## src/rtl/debounce_pkg.sv

```systemverilog
// debounce_pkg: shared state encoding, counter width and STABLE_CYCLES limit for debounce_pulse
package debounce_pkg;
    localparam int STAB_W     = 8;
    localparam int STABLE_MAX = 255;
    typedef enum logic [1:0] {
        IDLE_LO = 2'd0,
        WAIT_HI = 2'd1,
        IDLE_HI = 2'd2,
        WAIT_LO = 2'd3
    } state_e;
endpackage

```

## src/rtl/sync_2ff.sv

```systemverilog
// sync_2ff: two-flop synchronizer, both stages cleared by synchronous active-low reset
module sync_2ff (
    input  logic clk,
    input  logic reset,
    input  logic in,
    output logic out
);
    logic s1_q, s2_q;
    // shift the raw input through two flops to settle metastability
    always_ff @(posedge clk) begin
        if (!reset) begin
            s1_q <= 1'b0;
            s2_q <= 1'b0;
        end else begin
            s1_q <= in;
            s2_q <= s1_q;
        end
    end
    assign out = s2_q;
endmodule

```

## src/rtl/debounce_pulse.sv

```systemverilog
// debounce_pulse: debounced level with rise/fall pulses and rising-edge counter; DEBOUNCE_SYNC_EN adds a 2-flop input synchronizer
module debounce_pulse
    import debounce_pkg::*;
#(
    parameter int STABLE_CYCLES = 4,
    parameter int CNT_W         = 8
) (
    input  logic             clk,
    input  logic             reset,
    input  logic             d,
    output logic             level,
    output logic             rise,
    output logic             fall,
    output logic [CNT_W-1:0] events
);
    localparam int STABLE = (STABLE_CYCLES < 1) ? 1 :
                            (STABLE_CYCLES > STABLE_MAX) ? STABLE_MAX : STABLE_CYCLES;
    // the sample being taken counts toward the run, so acceptance happens when STABLE-1 are already counted
    localparam logic [STAB_W-1:0] LAST = STAB_W'(STABLE - 1);

    logic d_s;
`ifdef DEBOUNCE_SYNC_EN
    sync_2ff u_sync (
        .clk   (clk),
        .reset (reset),
        .in    (d),
        .out   (d_s)
    );
`else
    assign d_s = d;
`endif

    state_e            state_q, state_d;
    logic [STAB_W-1:0] cnt_q, cnt_d;
    logic              level_q, level_d;
    logic              rise_q, rise_d;
    logic              fall_q, fall_d;
    logic [CNT_W-1:0]  events_q, events_d;
    logic              lo_side;
    logic              change;

    // lo_side: accepted level is 0; change: the current sample differs from the accepted level
    assign lo_side = (state_q == IDLE_LO) || (state_q == WAIT_HI);
    assign change  = (d_s == lo_side);

    // next-state: a run of differing samples counts up; a matching sample aborts it; reaching STABLE accepts it
    always_comb begin
        state_d  = state_q;
        cnt_d    = cnt_q;
        level_d  = level_q;
        rise_d   = 1'b0;
        fall_d   = 1'b0;
        events_d = events_q;
        if (!change) begin
            state_d = lo_side ? IDLE_LO : IDLE_HI;
            cnt_d   = '0;
        end else if (cnt_q >= LAST) begin
            state_d  = lo_side ? IDLE_HI : IDLE_LO;
            cnt_d    = '0;
            level_d  = lo_side;
            rise_d   = lo_side;
            fall_d   = !lo_side;
            events_d = events_q + CNT_W'(lo_side);
        end else begin
            state_d = lo_side ? WAIT_HI : WAIT_LO;
            cnt_d   = cnt_q + 1'b1;
        end
    end

    // state and output registers; reset aborts any pending qualification without pulsing
    always_ff @(posedge clk) begin
        if (!reset) begin
            state_q  <= IDLE_LO;
            cnt_q    <= '0;
            level_q  <= 1'b0;
            rise_q   <= 1'b0;
            fall_q   <= 1'b0;
            events_q <= '0;
        end else begin
            state_q  <= state_d;
            cnt_q    <= cnt_d;
            level_q  <= level_d;
            rise_q   <= rise_d;
            fall_q   <= fall_d;
            events_q <= events_d;
        end
    end

    assign level  = level_q;
    assign rise   = rise_q;
    assign fall   = fall_q;
    assign events = events_q;
endmodule

```

## config.mk

```make
export PLATFORM = sky130hd
export DESIGN_NAME = debounce_pulse
export DESIGN_NICKNAME = d
export VERILOG_FILES = /design/src/rtl/debounce_pkg.sv /design/src/rtl/sync_2ff.sv /design/src/rtl/debounce_pulse.sv
export SDC_FILE = /design/constraint.sdc
export NUM_CORES = 1
export LEC_CHECK = 0
export ABC_CLOCK_PERIOD_IN_PS = 1900
export CAP_MARGIN = 20
export CORE_ASPECT_RATIO = 1.25
export CORE_UTILIZATION = 48
export DETAILED_ROUTE_END_ITERATION = 16
export GPL_TIMING_DRIVEN = 0
export HOLD_SLACK_MARGIN = 0.05
export PLACE_DENSITY = 0.7
export RECOVER_POWER = 100
export SYNTH_ARGS = -nofsm -noshare
export SYNTH_HDL_FRONTEND = slang
export SYNTH_SLANG_ARGS = --single-unit
export TNS_END_PERCENT = 20
```

## constraint.sdc

```tcl
create_clock -name clk -period 1.9 [get_ports clk]
set_clock_uncertainty 0.05 [all_clocks]
set_input_delay 0.19 -clock clk [delete_from_list [all_inputs] [get_ports clk]]
set_output_delay 0.19 -clock clk [all_outputs]
set_load 0.01 [all_outputs]
```

==> flow_metrics.py <==
metrics = {
    "clock_network": {
        "ctsHoldBuffers": 0,
        "cts_tree": "done",
        "numCtsBuffers": 3,
        "clk_latency_ns": 0.30,
        "ctsResizeCount": 0,
        "htreeDepth": 1,
        "cts_root_buffer": "clkbuf_4",
        "cts.reportedPaths.clkPinSlew_ns": 0.11,
        "cts_buffer_depth": 2,
        "post_cts_buffers": 0,
        "clock-sinks": 20,
    },
    "power": {
        "p_total_w": 0.000866,
        "p_comb_share_pct": 8.4,
        "p_sw_share_pct": 21.0,
        "clkPwrFrac_pct": 39.6,
        "power_density_mw_per_mm2": 868,
        "p_leak_nw": 0.421,
        "ir_drop_uv": 554,
        "p_switching_w": 0.000182,
        "p_seq_share_pct": 52.0,
        "internal-power_w": 0.000684,
    },
    "yosys": {
        "synth_edf_count": 0,
        "synth.avg_cell_area_sq_um": 10.6,
        "seq_area_frac_synth_pct": 50.6,
        "synth_mux_area_share_pct": 6.32,
        "synth_area_sq_um": 792,
        "ys_warn_count": 0,
        "synth_cells": 75,
        "synth-seq-cells": 20,
        "synth_top_family_by_area": "simple AND/OR/NAND/NOR gates",
        "ys.flop_type": "dfxtp_1",
        "synth_top_cell_area_share_pct": 50.6,
        "synth_area_leaders": "dfxtp_1 51%, mux2i_1 6.3%, ha_1 4.7%, xnor2_1 3.3%, a211oi_1 2.8%",
        "synthSimpleGateAreaFrac_pct": 23.5,
        "synth_fa_ha_area_share_pct": 4.74,
        "synth_xor_area_share_pct": 5.37,
        "yosysTopAreaCell": "dfxtp_1",
        "async_reset_ff_share_pct": 0,
        "ys_types": 27,
        "synth_compound_area_share_pct": 6.64,
    },
    "setup_path": {
        "required_ns": 2.05,
        "worst-path-max-fanout": 7,
        "path_delay_family": "simple AND/OR/NAND/NOR gates",
        "worstPathArrival_ns": 1.90,
        "reg2reg_slack_ns": 0.15,
        "r2r_end": "events[6]",
        "worstSetupPathType": "reg2reg",
        "worst-path-buf-inv": 0,
        "critPathLaunchType": "register",
        "cpPeakStageDelay_ns": 0.40,
        "slowest_stage": "nor4_4",
        "cp_cell_sequence": "ha_1, nor4_4, nand2_1, and4_1, mux2i_1",
        "r2r-start": "cnt_q[0]",
        "critPathCaptureType": "register",
        "r2r_cells": 5,
    },
    "floorplan": {
        "io_pins": 14,
        "core_area_sq_mm": 0.00156,
        "design.die.area_sq_mm": 0.00182,
        "fp-row-count": 16,
        "die_w_um": 38.3,
        "start_util_pct": 50.7,
        "die_y_um": 47.4,
    },
    "hold_path": {
        "hold_class": "in2reg",
        "hold_end": "events[6]",
        "hold_depth": 3,
        "min-delay-start": "reset",
    },
    "placed_design": {
        "place_ws_ns": 0.128,
        "port_buffers": 12,
        "dp_hpwl_um": 970,
        "gp_routability_congestion": 0.810,
    },
    "global_route": {
        "gr-total-overflow": 0,
        "track_usage_pct": 16.3,
        "grt_max_degree": 13,
        "grt_pass1_vias": 479,
        "antenna_found_initial": 0,
        "grt_pass1_wl_um": 2040,
    },
    "detailed_routing": {
        "post_drt_wl_per_cell_um": 11.4,
        "vias_per_cell": 5.33,
        "drc": 0,
        "routed_wl_um": 1300,
        "drtPass1Iterations": 4,
        "vias": 608,
        "ant_nets": 0,
        "drt-initial-drc-count": 20,
    },
    "sta": {
        "maxSlewViolCount": 0,
        "setup_viol_count_final": 0,
        "period_share_pct": 92.2,
        "fin_crit_ns": 1.75,
        "rsz0062_at_grt": "no",
        "fmax_ghz": 0.571,
        "holdWs_ns": 0.135,
        "timing.setup.tns_ns": 0,
        "hold_viol_final": 0,
        "fin_ws_ns": 0.149,
    },
    "cells_and_area": {
        "synthToLayoutAreaGrowth_pct": 26.1,
        "n_antenna_cell": 0,
        "final_cell_mix": "20 x dfxtp_1, 11 x dlygate4sd3_1, 6 x nand2_1, 6 x nor2_1, 6 x conb_1",
        "nets": 103,
        "final_util_pct": 63.9,
        "final_common_cell": "dfxtp_1",
        "drive_gt1_share_pct": 10.4,
    },
    "outcome": {
        "status": "complete, no violations",
    },
    "flow_run": {
        "maxCapViolations": 0,
    },
}
-- sequential cells by signal, summed over array words and instances (netlist names) --
| name | count |
|---|---|
| fall | 1 |
| events | 8 |
| level | 1 |
| cnt_q | 8 |
| state_q | 1 |
| rise | 1 |
-- power by group through the flow --
stage	clock network (W)	registers (W)	logic (W)
after floorplan	0	0.000463	0.0000432
after global placement	0	0.000459	0.0000756
after detailed placement	0	0.000460	0.0000771
after CTS	0.000347	0.000451	0.0000774
after global routing	0.000363	0.000453	0.0000827
final	0.000343	0.000450	0.0000731
-- tightest hold or removal path, delay by kind of cell --
| family | cells | cell delay [ns] |
|---|---|---|
| buffers and inverters | 1 | 0.14 |
| AND/OR/NAND/NOR | 1 | 0.06 |
| multiplexers | 1 | 0.05 |
-- final cells by class --
cell class,count,area (sq um)
clock buffers,3,22.5
multi-input cells,56,384
fillers,141,563
well taps,18,22.5
flip-flops and latches,20,400
clock inverters,1,30.0
plain buffers,1,7.51
repair buffers,12,120
inverters,3,11.3
-- how the worst max path moves through the flow --
stage / cells after the start / endpoint / from / slack (ns)
finish: 5 / events[6] / cnt_q[0] / 0.15
global route: 5 / events[6] / cnt_q[0] / 0.08
detailed placement: 4 / events[7] / d / 0.13
global placement: 4 / events[7] / d / 0.18
CTS: 5 / events[7] / cnt_q[0] / 0.20
floorplan: 5 / events[7] / cnt_q[0] / 0.38
-- Yosys cell counts (2+ instances only) --
library cell and n:
nand4_1 2, inv_1 2, nand2b_1 3, xnor2_1 3
ha_1 3, nor4_1 3, dfxtp_1 20, a211oi_1 3
nand2_1 5, nand3_1 3, a21oi_1 3, mux2i_1 5
nor2_1 6
-- cell families (layout without fill, tap and decap cells) --
| group | count (synthesis) | in the layout |
|---|---|---|
| other | 1 | 6 |
| buffers and inverters | 4 | 20 |
| flip-flops | 20 | 20 |
| multiplexers | 5 | 5 |
| AO/OA/AOI/OAI | 8 | 8 |
| XOR/XNOR | 4 | 4 |
| adder cells (fa/ha/maj) | 3 | 3 |
| AND/OR/NAND/NOR | 30 | 30 |
-- stage by stage --
step,instance area [sq um],cells
6_report,998,114
3_3_place_gp,953,110
4_1_cts,1010,114
2_1_floorplan,811,80
3_5_place_dp,953,110
5_1_grt,998,114
-- routing by layer --
layer	vias to the layer above	track usage, %	wire length, um
met3	6	4.65	45
met1	287	20.1	578
met5	-	0	0
li1	305	-	-
met2	10	25.1	640
met4	0	10.3	40
No activity file was read; power rests on OpenSTA's default activity.
